### src/rtl/rv32i_test_monitor.sv
// rv32i_test_monitor
//
// Self-check monitor for RV32I compliance programs in the riscv-tests style.
// It snoops the register-file writeback port and keeps shadow copies of the
// completion, pass-flag and test-number registers. Once the completion
// register is written with a nonzero value, it waits a settle window and then
// reports PASS or FAIL. A program that never completes is reported as
// TIMEOUT. Pass and fail totals accumulate across back-to-back programs until
// the next reset.
//
// Ports
//   sys_clk_i   in   1      single clock, rising edge
//   rst_n_i     in   1      asynchronous active-low reset
//   start_i     in   1      one-cycle pulse: begin monitoring a new program
//   wb_en_i     in   1      register-file write enable
//   wb_rd_i     in   5      destination register index
//   wb_data_i   in   XLEN   write data
//   busy_o      out  1      high in RUN or SETTLE
//   done_o      out  1      one-cycle pulse when a result is latched
//   pass_o      out  1      latched result: passed
//   fail_o      out  1      latched result: failed (includes timeout)
//   timeout_o   out  1      latched result: timed out
//   testnum_o   out  XLEN   latched test-number shadow
//   cycles_o    out  CNT_W  cycles spent in RUN+SETTLE for the current/last program
//   pass_cnt_o  out  16     programs passed since reset (saturating)
//   fail_cnt_o  out  16     programs failed since reset (saturating)
module rv32i_test_monitor #(
  parameter int XLEN           = 32,
  parameter int DONE_REG       = 26,
  parameter int PASS_REG       = 27,
  parameter int TESTNUM_REG    = 3,
  parameter int SETTLE_CYCLES  = 20,
  parameter int TIMEOUT_CYCLES = 100000,
  parameter int CNT_W          = 32
) (
  input  logic             sys_clk_i,
  input  logic             rst_n_i,
  input  logic             start_i,
  input  logic             wb_en_i,
  input  logic [4:0]       wb_rd_i,
  input  logic [XLEN-1:0]  wb_data_i,
  output logic             busy_o,
  output logic             done_o,
  output logic             pass_o,
  output logic             fail_o,
  output logic             timeout_o,
  output logic [XLEN-1:0]  testnum_o,
  output logic [CNT_W-1:0] cycles_o,
  output logic [15:0]      pass_cnt_o,
  output logic [15:0]      fail_cnt_o
);

  typedef enum logic [1:0] {IDLE, RUN, SETTLE} state_t;

  // The settle counter only ever holds SETTLE_CYCLES-1 down to 0.
  localparam int SW = (SETTLE_CYCLES > 1) ? $clog2(SETTLE_CYCLES) : 1;

  localparam logic [4:0]       DONE_IDX     = 5'(DONE_REG);
  localparam logic [4:0]       PASS_IDX     = 5'(PASS_REG);
  localparam logic [4:0]       TESTNUM_IDX  = 5'(TESTNUM_REG);
  localparam logic [SW-1:0]    SETTLE_LOAD  = SW'(SETTLE_CYCLES - 1);
  localparam logic [SW-1:0]    SETTLE_ONE   = SW'(1);
  localparam logic [CNT_W-1:0] TIMEOUT_LAST = CNT_W'(TIMEOUT_CYCLES - 1);
  localparam logic [CNT_W-1:0] CNT_ONE      = CNT_W'(1);
  localparam logic [XLEN-1:0]  PASS_VALUE   = XLEN'(1);

  state_t          state;
  logic [SW-1:0]   settle_cnt;
  logic [XLEN-1:0] done_sh;
  logic [XLEN-1:0] pass_sh;
  logic [XLEN-1:0] testnum_sh;

  logic            hit_done;
  logic            hit_pass;
  logic            hit_testnum;
  logic            done_trig;
  logic            judge_now;
  logic            timeout_now;
  logic            finish_now;
  logic            pass_now;
  logic [XLEN-1:0] testnum_now;
  logic [CNT_W-1:0] cycles_next;

  // NOTE: every signal gets a default at the top of the block, so no path
  // leaves one unassigned and no latch is inferred.
  always_comb begin
    hit_done    = wb_en_i && (wb_rd_i != 5'd0) && (wb_rd_i == DONE_IDX);
    hit_pass    = wb_en_i && (wb_rd_i != 5'd0) && (wb_rd_i == PASS_IDX);
    hit_testnum = wb_en_i && (wb_rd_i != 5'd0) && (wb_rd_i == TESTNUM_IDX);

    // Only the first nonzero completion write of a program arms the settle
    // window. The done shadow is always zero while in RUN, so the guard just
    // restates "first completion only".
    done_trig   = (state == RUN) && hit_done && (wb_data_i != '0) && (done_sh == '0);
    judge_now   = (state == SETTLE) && (settle_cnt == '0);
    timeout_now = (state == RUN) && !done_trig && (cycles_o == TIMEOUT_LAST);
    finish_now  = judge_now || timeout_now;

    // The verdict sees a write landing on the judging edge itself.
    pass_now    = (hit_pass ? wb_data_i : pass_sh) == PASS_VALUE;
    testnum_now = hit_testnum ? wb_data_i : testnum_sh;

    cycles_next = (cycles_o == '1) ? cycles_o : cycles_o + CNT_ONE;
  end

  assign busy_o = (state != IDLE);

  // NOTE: sequential state uses non-blocking assignments only, so every
  // register samples the pre-edge values of the others.
  always_ff @(posedge sys_clk_i or negedge rst_n_i) begin
    if (!rst_n_i) begin
      state      <= IDLE;
      settle_cnt <= '0;
      done_sh    <= '0;
      pass_sh    <= '0;
      testnum_sh <= '0;
      done_o     <= 1'b0;
      pass_o     <= 1'b0;
      fail_o     <= 1'b0;
      timeout_o  <= 1'b0;
      testnum_o  <= '0;
      cycles_o   <= '0;
      pass_cnt_o <= '0;
      fail_cnt_o <= '0;
    end else begin
      done_o <= 1'b0;

      // Shadows track the writeback port in every state; start wins.
      if (start_i) begin
        done_sh    <= '0;
        pass_sh    <= '0;
        testnum_sh <= '0;
      end else begin
        if (hit_done)    done_sh    <= wb_data_i;
        if (hit_pass)    pass_sh    <= wb_data_i;
        if (hit_testnum) testnum_sh <= wb_data_i;
      end

      case (state)
        RUN: begin
          if (done_trig) begin
            state      <= SETTLE;
            settle_cnt <= SETTLE_LOAD;
            cycles_o   <= cycles_next;
          end else if (!timeout_now) begin
            cycles_o   <= cycles_next;
          end
        end
        SETTLE: begin
          if (!judge_now) begin
            settle_cnt <= settle_cnt - SETTLE_ONE;
            cycles_o   <= cycles_next;
          end
        end
        default: ;
      endcase

      if (finish_now) begin
        state     <= IDLE;
        done_o    <= 1'b1;
        testnum_o <= testnum_now;
        timeout_o <= timeout_now;
        pass_o    <= judge_now && pass_now;
        fail_o    <= !(judge_now && pass_now);
        if (judge_now && pass_now) begin
          if (pass_cnt_o != 16'hFFFF) pass_cnt_o <= pass_cnt_o + 16'd1;
        end else begin
          if (fail_cnt_o != 16'hFFFF) fail_cnt_o <= fail_cnt_o + 16'd1;
        end
      end

      // A start overrides the state transition. On a judging edge the fresh
      // verdict is kept visible for one more program; otherwise it is cleared.
      if (start_i) begin
        state    <= RUN;
        cycles_o <= '0;
        if (!finish_now) begin
          pass_o    <= 1'b0;
          fail_o    <= 1'b0;
          timeout_o <= 1'b0;
          testnum_o <= '0;
        end
      end
    end
  end

endmodule

### config.mk
export PLATFORM = sky130hd
export DESIGN_NAME = rv32i_test_monitor
export DESIGN_NICKNAME = d
export VERILOG_FILES = /design/src/rtl/rv32i_test_monitor.sv
export SDC_FILE = /design/constraint.sdc
export NUM_CORES = 1
export LEC_CHECK = 0
export ABC_AREA = 1
export BUFFER_PORTS_ARGS = -buffer_cell sky130_fd_sc_hd__buf_2
export CAP_MARGIN = 10
export CORE_UTILIZATION = 40
export CTS_BUF_LIST = sky130_fd_sc_hd__clkbuf_4
export DETAILED_ROUTE_END_ITERATION = 8
export SETUP_SLACK_MARGIN = 0.02
export SLEW_MARGIN = 30
export SYNTH_ARGS = -nofsm -noshare
export SYNTH_HDL_FRONTEND = slang
export SYNTH_SLANG_ARGS = --single-unit
### constraint.sdc
create_clock -name sys_clk_i -period 4 [get_ports sys_clk_i]
set_input_delay 0.6 -clock sys_clk_i [delete_from_list [all_inputs] [get_ports sys_clk_i]]
set_output_delay 0.6 -clock sys_clk_i [all_outputs]
set_load 0.05 [all_outputs]
### Word level (Yosys, flattened, before mapping)

Index checks and enable logic that the tools add are counted.

* register bits after elaboration: 203
* input bits: 41
* output and inout bits: 101
* logic and storage cells: 93

* add/sub/neg operators: 4
* equal/unequal tests: 14
* multiplexer cells: 32
* bitwise logic cells: 1
* reductions and logical operators: 29

Operators by type and width (number)
* 2-to-1 mux 32 bit: 14
* one-hot mux 32 bit (2 select lines): 1
* adder 16 x 1 -> 16 bit, second input constant: 2
* adder 32 x 1 -> 32 bit, second input constant: 1
* == test 32 x 1 -> 1 bit, second input constant: 1
* == test 32 x 17 -> 1 bit, second input constant: 1
* == test 32 bit, second input constant: 1
* zero test 32 bit: 1
* != test 16 bit, second input constant: 2
* nonzero test 32 bit: 1
* AND reduction 3 bit: 4
* logical AND 1 bit: 11
* == test 5 bit, second input constant: 2
* 2-to-1 mux 1 bit: 10
* 2-to-1 mux 5 bit: 2
* one-hot mux 5 bit (2 select lines): 1
* nonzero test 3 bit: 3
* 2-to-1 mux 2 bit: 4
* nonzero test 2 bit: 3
* == test 5 x 2 -> 1 bit, second input constant: 1
* zero test 5 bit: 1
* nonzero test 5 bit: 1
* subtractor 5 x 1 -> 5 bit, second input constant: 1
* != test 2 bit, second input constant: 2
* other kinds (8): 9

### Logic depth before layout (Yosys ltp)

* word-level depth: 13
* depth in mapped cells: 16
* depth with buffers taken out: 14

### Least setup slack after synthesis

No wires, ideal clock.

* kind: register to register
* start point: register cycles_o[0]
* end point: register cycles_o[23]
* library setup time: 119 ps
* data arrival time: 2291 ps
* data required time: 3881 ps
* setup slack: 1590 ps
* stages on the path, launching flop included: 12
* path buffers: 1
* period minus slack after synthesis: 2410 ps
* cell sequence: dfrtp_1 > ha_1 > nand2_1 > nor2_1 > inv_1 > nor4_1 > nand4_2 > nand2_2 > nand2_4 > buf_4 > nand2_1 > nand2_1

* longest elaborated chain between the ends: 6
* elaborated cells between the ends (all ways): 12
* those cells by class: add/sub (1); eq/ne (3); mux (6); reduce/logical (2)

Ends and longest elaborated chain
* start: declaration: RTL line 48 `output logic [CNT_W-1:0] cycles_o,`
* start signal: assignment: RTL line 144 `cycles_o <= cycles_next;`
* start signal: assignment: RTL line 146 `cycles_o <= cycles_next;`
* start signal: assignment: RTL line 152 `cycles_o <= cycles_next;`
* adder 32 x 1 -> 32 bit / == test 32 bit (equally long branches): RTL line 103 `cycles_next = (cycles_o == '1) ? cycles_o : cycles_o + CNT_ONE;`
* 2-to-1 mux 32 bit: RTL line 103
* 2-to-1 mux 32 bit: RTL line 145 `end else if (!timeout_now) begin`
* 2-to-1 mux 32 bit: RTL line 141 `if (done_trig) begin`
* one-hot mux 32 bit (2 select lines): RTL line 139 `case (state)`
* 2-to-1 mux 32 bit: RTL line 174 `if (start_i) begin`

Several ways; a longest one is shown, not always the timed one. The select of a mux whose other input is x is not followed.
A chain may end at the register's enable or synchronous reset.

### Final worst setup path

* start point: register cycles_o[0]
* end point: register cycles_o[7]

Same word-level chain as after synthesis.

==> results by group <==
Layout
  • FILL cells: 2,704
  • Layout Cells excl Fill: 1,898
  • Area growth from synthesis to layout: 15.23%
  • Layout cell share with drive strength beyond 1: 17.29%
  • Register Area: 5080 um2
  • Final nets: 1,570
  • Area of the multi-input gates: 4674 um2

Worst setup path
  • WP data required: 4.52 ns
  • Critical path class: flip-flop to flip-flop
  • CP Capture Type: flip-flop
  • Worst-path maximum fanout: 27
  • R2r setup slk: 1.05 ns
  • CP startpoint kind: flip-flop
  • WP data arrival: 3.46 ns

Synthesis
  • Simple-gate share of the synthesized area: 32.26%
  • Synth top area share: 48.01%
  • Async S/R FF share, synth: 100.0%
  • Syn nets: 1,417
  • Ys Warns: 0
  • Largest family of logic cells by synthesized area: simple AND/OR/NAND/NOR gates
  • Syn avg cell area: 7.718 um2
  • Synth cell count leaders: nand2_1 (347), nor2_1 (227), dfrtp_1 (203), inv_1 (138), nand3_1 (89)
  • Flops & latches, synth: 203
  • Top cells by area, synth: dfrtp_1 (48%), nand2_1 (12%), nor2_1 (8.1%)
  • Number of synthesized flops with an enable pin: 0
  • Largest area contributor in the netlist: dfrtp_1
  • Ys flop type: dfrtp_1
  • XOR/XNOR Fraction of Synth Area: 4.718%
  • Cell Area, Synth: 10,580 um2
  • Synth cell types: 40
  • Most frequent cell after synthesis: nand2_1
  • Post-Synthesis Cells: 1,371
  • Seq/Total Area, Yosys: 48.01%
  • Adder-Cell Fraction of Synth Area: 0.5912%
  • Synth Area in Compound Gates: 6.031%
  • Multiplexer share of the synthesized area: 0.4730%

Die
  • Die Height: 164.6 um
  • Horiz. Die Dim: 164.6 um
  • Row count: 59
  • Core area: 25,980 um2
  • I/O pins: 142
  • Full die area: 27,110 um2
  • Starting Density: 40.72%

STA
  • Fin Setup TNS: 0 ns
  • Fin Hold WS: 0.02472 ns
  • Slew @ Worst Pin: 0.9477 ns
  • Final Skew: 0.05065 ns
  • Fmax: 0.3395 GHz
  • RSZ-0062 raised after global routing: no
  • Tcrit/Tclk final: 73.63%
  • Final Hold Viols: 0
  • Min Tclk post-route: 2.945 ns
  • Fin. max-slew vios: 0
  • Finish-stage setup viols: 0
  • Relative slew slack: 36.67%

Clock tree
  • CTS clock-pin slew for the worst setup and hold paths: 0.07 ns
  • Cts hold-fix bufs: 0
  • Worst-skew pair later-pin latency: 0.68 ns
  • Cts repair resizes: 0
  • H-tree depth: 2
  • CTS Buffer Depth: 3
  • TritonCTS clock tree: built
  • CTS Root Cell: clkbuf_4
  • CTS buffer count: 55
  • Clock sinks: 203
  • Post CTS Setup Buffer Count: 0

Detailed routing
  • Mean routed wirelength per cell: 15.09 um
  • Detail Route Antenna Nets: 0
  • Routed wire length: 28,640 um
  • First-pass detailed-route iteration total: 5
  • Remaining DRCs: 0
  • Number of DRC markers in iteration 0: 702
  • Via density: 5.064
  • Via count: 9,612

Global routing
  • Largest net degree at the start of global routing: 93
  • Initial antenna violation count: 1
  • Vias in the first global route: 9,193
  • Tot GR Track Use: 21.79%
  • Global route total overflow: 0
  • First-pass GRT wire length: 47,190 um

Pwr
  • PD cells: 343.3 nW/um2
  • Leakage: 6.386 nW
  • Largest vdd supply drop: 0.1574 mV

Run
  • Maxcap violations: 0

Placed design
  • Hpwl dp: 19,830 um
  • Final Wtd Congestion: 0.9233
  • IO buf count: 141
  • Placed cells: 1,802

Hold path
  • Hold crit path type: input port to async pin

Outcome
  • Outcome: finished clean
## final timing paths
| kind | depth (start not counted) | to | start |
|---|---|---|---|
| worst max-delay path | 10 | cycles_o[7] | cycles_o[0] |
| worst min-delay path | 1 | done_sh[27] | rst_n_i |
| worst max register to register | 10 | cycles_o[7] | cycles_o[0] |
| worst min register to register | 2 | fail_o | fail_o |
| max in group asynchronous | 2 | testnum_sh[21] | rst_n_i |
| min in group sys_clk_i | 3 | pass_sh[20] | wb_data_i[20] |
## worst max-delay path: stages (launching register included)
cell and delay, ns:
dfrtp_1 0.51, ha_1 0.27, nand2_1 0.08, nor2_1 0.31, inv_1 0.14, nor4_1 0.38
nand4_2 0.25, nand2_2 0.39, nand2_4 0.29, nand2_1 0.13, nand2_1 0.06
## metal layers
metal | part of all wire, % | global-route usage (%)
met5 | 0 | 0
met4 | 1.8 | 6.380
met3 | 6.3 | 4.395
met2 | 46 | 34.53
met1 | 46 | 30.07
## registers in the layout, summed over array words and instances, names as in the netlist, 2 cells and up
register,flops
state,2
fail_cnt_o,16
done_sh,32
testnum_o,32
settle_cnt,5
pass_sh,32
pass_cnt_o,16
testnum_sh,32
cycles_o,32
## cell type report
cell class	instances	area share, %
clock buffer	83	5.110
clock inverter	12	0.4413
sequential	203	41.66
multi-input combinational	969	38.34
timing repair buffer	153	6.619
tap	335	3.438
inverter	142	4.371
antenna	1	0.02052
## layout by cell type, fill, tap and decap left out, types with 13 or more instances in the layout
master    Yosys  layout
clkbuf_4      0      83
nor3_1       27      27
xor2_1       37      37
buf_4        10      13
xnor2_1      20      20
nand4_1      59      59
a21oi_1      30      30
inv_1       138     138
nand2_1     347     346
nand3_1      89      89
o22ai_1      27      27
buf_2        11     139
dfrtp_1     203     203
o21ai_1      20      19
o21ai_0      37      37
nor2_1      227     227
## stage by stage
stage | power (mW) | instance area [um2] | utilization, % | worst slack, ns
final | 4.186 | 12190 | 46.92 | 1.055
after detailed placement | 2.427 | 11510 | 44.31 | 0.5949
after global placement | 2.425 | 11510 | 44.29 | 0.6493
after floorplan | 2.296 | 10580 | - | 1.590
after CTS | 4.253 | 12190 | 46.91 | 1.044
after global routing | 4.408 | 12190 | 46.92 | 0.6882
## cell families (layout without fill, tap and decap cells)
| family | Yosys count | count (layout) |
|---|---|---|
| mux | 5 | 5 |
| xor+xnor | 57 | 57 |
| compound gates | 118 | 118 |
| buf+inv | 199 | 390 |
| other cells | 0 | 1 |
| flops | 203 | 203 |
| simple gates | 784 | 784 |
| fa+ha+maj | 5 | 5 |
## report_power, final
part	switching, mW	internal, mW	total (mW)
Clock	0.859	0.940	1.80
Sequential	0.0182	2.08	2.10
Combinational	0.214	0.0732	0.288
Power figures use the tool's default switching activity.
